$ cat config.mk
export PLATFORM = sky130hd
export DESIGN_NAME = fetch_prefetch_queue
export DESIGN_NICKNAME = d
export VERILOG_FILES = /design/src/rtl/fetch_prefetch_queue.sv
export SDC_FILE = /design/constraint.sdc
export NUM_CORES = 1
export LEC_CHECK = 0
export ABC_AREA = 1
export CORE_MARGIN = 2
export CORE_UTILIZATION = 35
export CTS_CLUSTER_DIAMETER = 200
export DETAILED_ROUTE_END_ITERATION = 8
export PLACE_DENSITY_LB_ADDON = 0.25
export SYNTH_ARGS = -nofsm -noshare
export SYNTH_HDL_FRONTEND = slang
export SYNTH_SLANG_ARGS = --single-unit
$ cat constraint.sdc
create_clock -name clk -period 3.2 [get_ports clk]
set_input_delay 0.48 -clock clk [delete_from_list [all_inputs] [get_ports clk]]
set_output_delay 0.48 -clock clk [all_outputs]
set_load 0.01 [all_outputs]
$ cat src/rtl/fetch_prefetch_queue.sv
// fetch_prefetch_queue: sequential instruction prefetcher with in-order memory handshake, FIFO buffering and redirect flush
module fetch_prefetch_queue #(
  parameter int DEPTH = 4,
  parameter int MAX_OUT = 2,
  parameter logic [31:0] RESET_PC = 32'h0000_0000
) (
  input  logic                     clk,
  input  logic                     rst,
  input  logic                     enable,
  input  logic                     redirect,
  input  logic [31:0]              redirect_pc,
  output logic                     imem_req,
  output logic [31:0]              imem_addr,
  input  logic                     imem_gnt,
  input  logic                     imem_rvalid,
  input  logic [31:0]              imem_rdata,
  output logic                     out_valid,
  output logic [31:0]              out_pc,
  output logic [31:0]              out_instruction,
  input  logic                     out_ready,
  output logic [$clog2(DEPTH):0]   count
);
  localparam int AW = $clog2(DEPTH);
  localparam logic [AW:0] MAX_O = (AW+1)'(MAX_OUT);
  localparam logic [AW+1:0] DEP = (AW+2)'(DEPTH);
  logic [31:0] fetch_pc_q, fetch_pc_d, resp_pc_q, resp_pc_d;
  logic [AW:0] count_q, count_d, outstanding_q, outstanding_d, discard_q, discard_d;
  logic [AW-1:0] wr_ptr_q, wr_ptr_d, rd_ptr_q, rd_ptr_d;
  logic [31:0] pc_mem_q [DEPTH];
  logic [31:0] pc_mem_d [DEPTH];
  logic [31:0] ins_mem_q [DEPTH];
  logic [31:0] ins_mem_d [DEPTH];
  logic resp, redir, issue, push, pop;
  logic [31:0] new_pc;
  assign imem_req = enable && rst && !redirect && outstanding_q < MAX_O &&
                    ({1'b0, count_q} + {1'b0, outstanding_q}) < DEP;
  assign imem_addr = fetch_pc_q;
  assign out_valid = count_q != '0;
  assign out_pc = pc_mem_q[rd_ptr_q];
  assign out_instruction = ins_mem_q[rd_ptr_q];
  assign count = count_q;
  always_comb begin
    resp = imem_rvalid && outstanding_q != '0;
    redir = redirect && enable;
    issue = imem_req && imem_gnt;
    push = resp && discard_q == '0 && !redir;
    pop = out_valid && out_ready && enable && !redirect;
    new_pc = {redirect_pc[31:2], 2'b00};
    outstanding_d = outstanding_q + (AW+1)'(issue) - (AW+1)'(resp);
    discard_d = redir ? outstanding_q - (AW+1)'(resp)
                      : discard_q - (AW+1)'(resp && discard_q != '0);
    fetch_pc_d = redir ? new_pc : fetch_pc_q + (issue ? 32'd4 : 32'd0);
    resp_pc_d = redir ? new_pc : resp_pc_q + (push ? 32'd4 : 32'd0);
    count_d = redir ? '0 : count_q + (AW+1)'(push) - (AW+1)'(pop);
    wr_ptr_d = redir ? '0 : wr_ptr_q + AW'(push);
    rd_ptr_d = redir ? '0 : rd_ptr_q + AW'(pop);
    pc_mem_d = pc_mem_q;
    ins_mem_d = ins_mem_q;
    if (push) begin
      pc_mem_d[wr_ptr_q] = resp_pc_q;
      ins_mem_d[wr_ptr_q] = imem_rdata;
    end
  end
  always_ff @(posedge clk) begin
    if (!rst) begin
      fetch_pc_q <= RESET_PC;
      resp_pc_q <= RESET_PC;
      count_q <= '0;
      outstanding_q <= '0;
      discard_q <= '0;
      wr_ptr_q <= '0;
      rd_ptr_q <= '0;
      pc_mem_q <= '{default: '0};
      ins_mem_q <= '{default: '0};
    end else begin
      fetch_pc_q <= fetch_pc_d;
      resp_pc_q <= resp_pc_d;
      count_q <= count_d;
      outstanding_q <= outstanding_d;
      discard_q <= discard_d;
      wr_ptr_q <= wr_ptr_d;
      rd_ptr_q <= rd_ptr_d;
      pc_mem_q <= pc_mem_d;
      ins_mem_q <= ins_mem_d;
    end
  end
endmodule

==> metrics.csv <==
stage,metric,value,unit
synth,syn_area_per_cell,6.53,um^2
worst_hold_path,min-delay worst type,input port to register,
die,num ports,172,
sta,pins over their slew limit,0,
sta,fin crit share,93.3,%
die,Core Rows,78,
cells_and_area,"most common cell after layout, fill and taps aside",nand2_1,
sta,actual slew at the worst max-slew pin,1.35,ns
routing,Antenna Violating Nets Remaining,0,
sta,slew margin rel.,10.2,%
synth,Post-Syn Instances,2456,
sta,WHS,0.247,ns
sta,fin crit period,2.99,ns
clocking,CTS tree,built,
pwr,PwrDens,647,nW/um^2
cells_and_area,layout cells sized above 1,4.42,%
cells_and_area,ant diodes,0,
sta,RSZ-0062 raised after global routing,no,
grt,grt total ovfl,0,
critical_path,endpoint class of the critical path,output port,
synth,Synth top area share,40.1,%
routing,first-pass detailed-route iteration total,5,
critical_path,worst-path fanout max,40,
die,Initial Util,35.4,%
cells_and_area,most frequent cells in the layout,"494 x nand2_1, 471 x nor2_1, 319 x dfxtp_1",
pwr,Leak,7.76,nW
critical_path,Required @ worst endpoint,2.72,ns
sta,clock skew,0.0304,ns
clocking,clock sinks,321,
sta,Fmax achieved,335,MHz
sta,setup_tns,0,ns
grt,initial antenna violation count,0,
clocking,clock slew at reported path FFs,0.05,ns
critical_path,crit path kind,register to output port,
synth,post-synthesis cell type count,33,
routing,Vias/cell,5.12,
sta,Setup Viol. Count Final,0,
cells_and_area,synthesis-to-finish area growth,20.5,%
clocking,CTS Buffer Depth,3,
routing,# DRC,0,
place,hpwl dp,28700,um
clocking,insertion delay to the later sink of the worst-skew pair,0.57,ns
synth,Yosys warning total,0,
die,DIE AREA,47600,um^2
critical_path,startpoint types,register,
synth,synth top area cells,"dfxtp_1 40%, nand2_1 12%, nor2_1 11%",
clocking,CTS Hold Bufs,0,
pwr,peak supply drop,0.351,mV
cells_and_area,Post-Layout Cell Count,3134,
clocking,total CTS buffers,38,
routing,WL/cell,15.2,um
routing,vias,16000,
place,Placer Congestion,0.858,
run,max-cap viol count,0,
critical_path,worst path arrival time,2.51,ns
routing,Total Wirelength,47600,um
cells_and_area,final core occ,42.7,%
place,IO Port Bufs,165,
synth,"Cell Area, Synth",16000,um^2
grt,first-pass GRT wire length,76700,um
synth,"Seq/Total Area, Yosys",40.1,%
clocking,# Post-CTS Setup Buffers,0,
grt,vias in the first global route,14700,
cells_and_area,Final nets,2597,
synth,#FFs+latches synth,321,
clocking,CTS H-Tree Depth,2,
clocking,post-CTS sizing,0,
synth,post-synth top area cell,dfxtp_1,
die,DIE HEIGHT,218,um
die,Die Wd,218,um
routing,DRT iter0 DRCs,1125,
cells_and_area,FILL cells,4794,
grt,Tot GR Track Use,19.7,%
clocking,Root Driver,clkbuf_16,
grt,largest net degree at the start of global routing,250,
run_status,status,"finished, final reports clean",
die,Core Area,45300,um^2
sta,final hold violation count,0,
place,Cells after DPL,3067,
-- worst paths after layout --
path / from / endpoint / slack [ns] / depth (start not counted)
worst min-delay path: rst / outstanding_q[1] / 0.25 / 3
worst max register to register: outstanding_q[2] / imem_addr[22] / 0.41 / 15
worst min register to register: ins_mem_q[87] / ins_mem_q[87] / 0.47 / 2
worst max-delay path: rd_ptr_q[0] / out_pc[12] / 0.21 / 4
-- cells by family (layout without fill, tap and decap cells) --
logic type	after synthesis	in the layout	synth area share, %
flip-flops	321	321	40.1
AND/OR/NAND/NOR	1290	1290	32.9
adder cells (fa/ha/maj)	19	19	1.58
AO/OA/AOI/OAI	480	480	15.6
other	1	4	0.0234
buffers and inverters	327	402	8.78
XOR/XNOR	18	18	0.983
-- per-stage QoR --
step	power, mW	instance area, um^2	setup WS (ns)
3_5_place_dp	8.09	18000	0.0805
5_1_grt	13.2	19300	0.0738
6_report	12.5	19300	0.213
2_1_floorplan	6.86	16000	0.414
3_3_place_gp	8.02	18000	0.0998
4_1_cts	12.6	19300	0.0884
-- synthesized netlist by cell type, drive strengths merged --
library cell  count
a21oi           255
xnor2             9
conb              1
o21ai           148
o32ai             1
ha               17
inv             136
nand4             4
clkbuf          101
xor2              9
nor3b             1
dfxtp           321
o22ai            72
nor3              2
a31oi             1
or3b              1
and2              3
fa                2
nand2           494
nand3           304
a22oi             1
buf              90
nor4              1
o31ai             1
nor2            478
nand3b            2
o21bai            1
-- metal layers --
| metal | up-vias | part of all wire [%] | track usage (%) |
|---|---|---|---|
| li1 | 8115 | - | - |
| met1 | 7380 | 46 | 26.4 |
| met2 | 456 | 45 | 31.7 |
| met3 | 87 | 6.2 | 4.09 |
| met4 | 0 | 2.6 | 6.28 |
| met5 | - | 0 | 0 |
-- where the power goes --
part	leakage (nW)	switching (mW)	internal [mW]
Sequential	2.60	0.238	4.38
Clock	0.634	1.78	2.72
Combinational	4.52	2.00	1.38
Total	7.76	4.01	8.48
-- state kept, by name, summed over array words and instances (netlist names) --
name,count
ins_mem_q,128
pc_mem_q,120
imem_addr,30
resp_pc_q,30
count,3
discard_q,3
outstanding_q,3
rd_ptr_q,2
wr_ptr_q,2
-- critical path: stages, from the launching register on --
cell and delay (ns):
dfxtp_4 0.45, buf_4 0.43, o21ai_0 0.14, o22ai_1 0.32, clkdlybuf4s50_1 0.62
-- cell type report --
class / count / area [um^2] / area share, %
Timing Repair Buffer: 199 / 2100 / 10.8
Multi-Input combinational cell: 1811 / 8250 / 42.7
Sequential cell: 321 / 6430 / 33.3
Inverter: 136 / 514 / 2.66
Tap cell: 600 / 751 / 3.89
Clock inverter: 12 / 179 / 0.926
Clock buffer: 55 / 1100 / 5.72
(Power assumes the default switching activity.)
==> edit 1 (same settings) <==
`DEPTH`: 4 -> 2.
--- a/src/rtl/fetch_prefetch_queue.sv
+++ b/src/rtl/fetch_prefetch_queue.sv
@@ -1,6 +1,6 @@
 // fetch_prefetch_queue: sequential instruction prefetcher with in-order memory handshake, FIFO buffering and redirect flush
 module fetch_prefetch_queue #(
-  parameter int DEPTH = 4,
+  parameter int DEPTH = 2,
   parameter int MAX_OUT = 2,
   parameter logic [31:0] RESET_PC = 32'h0000_0000
 ) (
Interface: changed (resized count); port bits go from 172 to 171. The function was not compared with the original's and may differ.
==> edit 1 against the original RTL <==
Highest routed layer unchanged. Sequential power fell by 40%. Area after synthesis fell by 45%. Sequential cell count fell by 129. Via count fell by 48%. Worst hold slack improved by 190 ps. Total power fell by 46%. First-iteration DRC count fell by 46%. Critical path type unchanged. Cell count fell by 45%. Combinational power fell by 59%. Final area fell by 40%. Worst setup slack improved by 340 ps. Wire length fell by 50%. Sequential share of layout area rose by 0.16 points.
==> edit 1: results (changes against the original RTL) <==
| Metric | Value |
|---|---|
| Status | finished, final reports clean |
| Grt met1 use | 0.2538 (-0.009798) |
| Worst EP arrival | 2160 ps (-350 ps) |
| CP endpoint | imem_req |
| First-pass GRT wire length | 38.87 mm (-49%) |
| Mux share of post-synthesis cell area | 0.02924 (+0.02924) |
| Dpl cell area | 10,800 sq um (-40%) |
| Pleak | 4.627 nW (-40%) |
| Met3 Wirelength | 1.495 mm (-49%) |
| Most frequent cells after synthesis | nand2_1 (271), dfxtp_1 (192), o21ai_0 (186) |
| RR Startpoint | count[0] |
| Worst hold endpoint | discard_q[1] |
| R2r endpoint | imem_addr[21] |
| Switch share | 0.2667 (-0.05452) |
| Met3 Track Usage GR | 0.03276 (-0.008107) |
| H-tree levels | 4 (+2) |
| Clock transition at path regs | 70 ps (+20 ps) |
| Largest regs | ins_mem_q x64, pc_mem_q x60 |
| # fillers | 2,485 (-48%) |
| Via/cell ratio | 4.784 (-6.5%) |
| Final Routed Wirelength | 23.90 mm (-50%) |
| Met1 WL | 11.59 mm (-47%) |
| Nets | 1,475 (-43%) |
| Adder-cell share of the synthesized area | 0.01921 (+0.003450) |
| Share of cells above drive strength 1 | 0.06766 (+0.02346) |
| Max FO, Critical Path | 4 (-90%) |
| Tightest Pin Transition | 1092 ps (-254.9 ps) |
| R2R depth | 18 (+3) |
| Overall routing resource usage | 0.1831 (-0.01388) |
| Fmax achieved | 0.3783 GHz (+13%) |
| Logic pwr share | 0.205 (-0.065) |
| Port buffer count | 164 (-0.61%) |
| WHS Path Cells | 5 (+2) |
| Final Skew | 13.89 ps (-16.53 ps) |
| Number of global-route vias before repair | 7,620 (-48%) |
| Register area share after synthesis | 0.4339 (+0.03321) |
edit 1: cell count changes after synthesis, moves of 7 or more:
| cell | before | now |
|---|---|---|
| o22ai_1 | 72 | 10 |
| clkbuf_1 | 101 | 35 |
| buf_4 | 29 | 5 |
| dfxtp_1 | 321 | 192 |
| a21oi_1 | 255 | 95 |
| nor2_1 | 473 | 166 |
| nand2_1 | 494 | 271 |
| nand3_1 | 304 | 55 |
| mux2_2 | 0 | 23 |
| o21ai_0 | 148 | 186 |
| buf_2 | 58 | 18 |
| inv_1 | 132 | 125 |
edit 1: cell type report:
class                           instances  area, sq um  area share
Clock buffer                           17        425.4     0.03698
Clock inverter                         15        276.5     0.02404
Inverter                              127        476.7     0.04144
Multi-Input combinational cell        876         4267      0.3709
Sequential cell                       192         3847      0.3345
Tap cell                              330        412.9     0.03590
Timing Repair Buffer                  177         1797      0.1562
==> edit 2 (same settings) <==
Without the edit above. Put one more register stage on the output `count`, cleared by the reset. The value now appears one clock later. The other outputs are not delayed to match.
--- a/src/rtl/fetch_prefetch_queue.sv
+++ b/src/rtl/fetch_prefetch_queue.sv
@@ -38,7 +38,13 @@
   assign out_valid = count_q != '0;
   assign out_pc = pc_mem_q[rd_ptr_q];
   assign out_instruction = ins_mem_q[rd_ptr_q];
-  assign count = count_q;
+  always_ff @(posedge clk) begin
+    if (!rst) begin
+      count <= '0;
+    end else begin
+      count <= count_q;
+    end
+  end
   always_comb begin
     resp = imem_rvalid && outstanding_q != '0;
     redir = redirect && enable;
Formal check against the unedited RTL: not equivalent (Yosys sat finds a counterexample within 4 cycles, from zero or initial values and one cycle with rst low).
==> edit 2 against the original RTL <==
Maximum frequency down 4.5%. Count of clock-buffer cells in the layout up 5. Core utilization down 0.12 points. Worst setup slack worse by 140 ps. Total power down 0.80%. Largest power group unchanged. Final area about the same. Combinational power down 2%. Critical path type unchanged. Worst hold slack better by 27 ps. Sequential cell count up 3. Register-to-register slack worse by 90 ps. Wire length up 0.20%. Area after synthesis up 0.42%. Clock skew down 12 ps. Largest cell class unchanged.
==> edit 2: results (changes against the original RTL) <==
| Metric | Value |
|---|---|
| DP Cell Count | 3,073 (+0.20%) |
| Most frequent cells after synthesis | nand2_1 (498), nor2_1 (477), dfxtp_1 (324) |
| Worst EP arrival | 2650 ps (+140 ps) |
| 1st-pass router iterations | 5 (unchanged) |
| Cell variety after synth | 31 (-6.1%) |
| Nets | 2,604 (+0.27%) |
| Peak supply drop | 0.6085 mV (+73%) |
| Pleak | 7.771 nW (+0.14%) |
| Overall routing resource usage | 0.1958 (-0.001218) |
| Post-DP HPWL | 28.73 mm (+0.25%) |
| Initial antenna violation count | 0 (unchanged) |
| Total CTS buffers | 39 (+2.6%) |
| Number of global-route vias before repair | 14,820 (+0.62%) |
| Final Skew | 18.68 ps (-11.74 ps) |
| Complex-gate fraction of the synthesized area | 0.1561 (about the same) |
| Mux share of post-synthesis cell area | 0 (unchanged) |
| Clk Latency, worst-skew pair | 550 ps (-20 ps) |
| First-pass GRT wire length | 76.56 mm (-0.16%) |
| Flop-to-flop setup slack | 320 ps (-90 ps) |
| Avg Inst Size Synth | 6.539 sq um (+0.14%) |
| Drt wl/cell | 15.21 um (about the same) |
| Register area share after synthesis | 0.4027 (+0.002048) |
| Min-delay src | rst |
| Max FO, Critical Path | 46 (+15%) |
| Routability Congestion | 0.8777 (+2.3%) |
| NetSw | 0.003938 W (-1.9%) |
| Hold Fails Final Rpt | 0 (unchanged) |
| Status | finished, final reports clean |
| Tightest Pin Transition | 1249 ps (-97.63 ps) |
| Adder-cell share of the synthesized area | 0.01569 (-0.00006611) |
| Final Routed Wirelength | 47.73 mm (+0.20%) |
| Top_reg_cell synth | dfxtp_1 |
| Setup bufs post-CTS | 0 (unchanged) |
| CTS resizes | 3 (+3) |
| CP delay by family, top | buffers and inverters |
| Via/cell ratio | 5.109 (-0.16%) |
| Pin count of the biggest net entering global routing | 255 (+2.0%) |
| CP peak stage delay | 640 ps (+20 ps) |
| Port buffer count | 165 (unchanged) |
| Synth Area in XOR/XNOR | 0.009789 (-0.00004124) |
| Initial DRC Count | 1,182 (+5.1%) |
| Largest cells by area after synthesis | dfxtp_1 (40%), nand2_1 (12%), nor2_1 (11%), nand3_1 (9.4%), a21oi_1 (7.9%) |
| Share of cells above drive strength 1 | 0.04293 (-0.001269) |
| RR Startpoint | count_q[2] |
| R2r endpoint | imem_addr[29] |
-- edit 2: changes by cell type after synthesis, sizes merged, moves of 2 or more --
cell	change
buf	+15
clkbuf	-15
nand2	+4
dfxtp	+3
nand3	-3
o21ai	+3
nor2	+2
xnor2	-2
xor2	+2
-- edit 2: cell type report --
type / count / area (sq um) / area share
timing repair buffer: 198 / 2012 / 0.1042
inverter: 135 / 514.2 / 0.02663
clock inverter: 6 / 80.08 / 0.004147
tap: 600 / 750.7 / 0.03888
clock buffer: 60 / 1197 / 0.06201
multi-input combinational: 1816 / 8263 / 0.4279
sequential: 324 / 6491 / 0.3362
-- edit 2: tightest hold or removal path, cell delays in order --
cell and delay (ps):
buf_6 80, inv_1 110, nor2_1 110
-- edit 2: metal layers --
layer | routed length [um] | global-route usage
met1 | 22360 | 0.2629
met2 | 21730 | 0.3213
met3 | 2404 | 0.02700
met4 | 1238 | 0.06712
met5 | 0 | 0
-- edit 2: worst max-delay path by stage --
| stage | slack, ps | end | from | cells after the start |
|---|---|---|---|---|
| floorplan | 390 | imem_addr[20] | count_q[2] | 15 |
| global placement | 140 | imem_addr[25] | enable | 15 |
| detailed placement | 90 | imem_addr[25] | enable | 15 |
| CTS | 30 | out_pc[16] | rd_ptr_q[0] | 4 |
| global route | 5 | out_instruction[8] | rd_ptr_q[0] | 6 |
| finish | 70 | out_pc[16] | rd_ptr_q[0] | 4 |
-- edit 2: metrics by stage --
step                total power (W)  utilization  hold WS, ps  setup WS, ps  instance area [sq um]
floorplan                  0.006901            -        446.3         394.0                  16120
global placement           0.007965       0.3967        456.3         136.6                  18000
detailed placement         0.008032       0.3967        461.9         94.05                  18000
CTS                         0.01254       0.4251        236.7         27.56                  19290
global route                0.01306       0.4255        283.4         5.143                  19310
finish                      0.01240       0.4255        273.5         72.85                  19310
-- edit 2: cell families after synthesis --
kind of cell,Yosys count
simple gates,1293
compound gates,482
buf+inv,326
flops,324
fa+ha+maj,19
xor+xnor,18
other cells,1
-- edit 2: power groups by stage --
stage	clock, W	combinational (W)	sequential, W
2_1_floorplan	0	0.00222	0.00468
3_3_place_gp	0	0.00324	0.00473
3_5_place_dp	0	0.00330	0.00474
4_1_cts	0.00458	0.00331	0.00465
5_1_grt	0.00471	0.00364	0.00471
6_report	0.00444	0.00330	0.00466
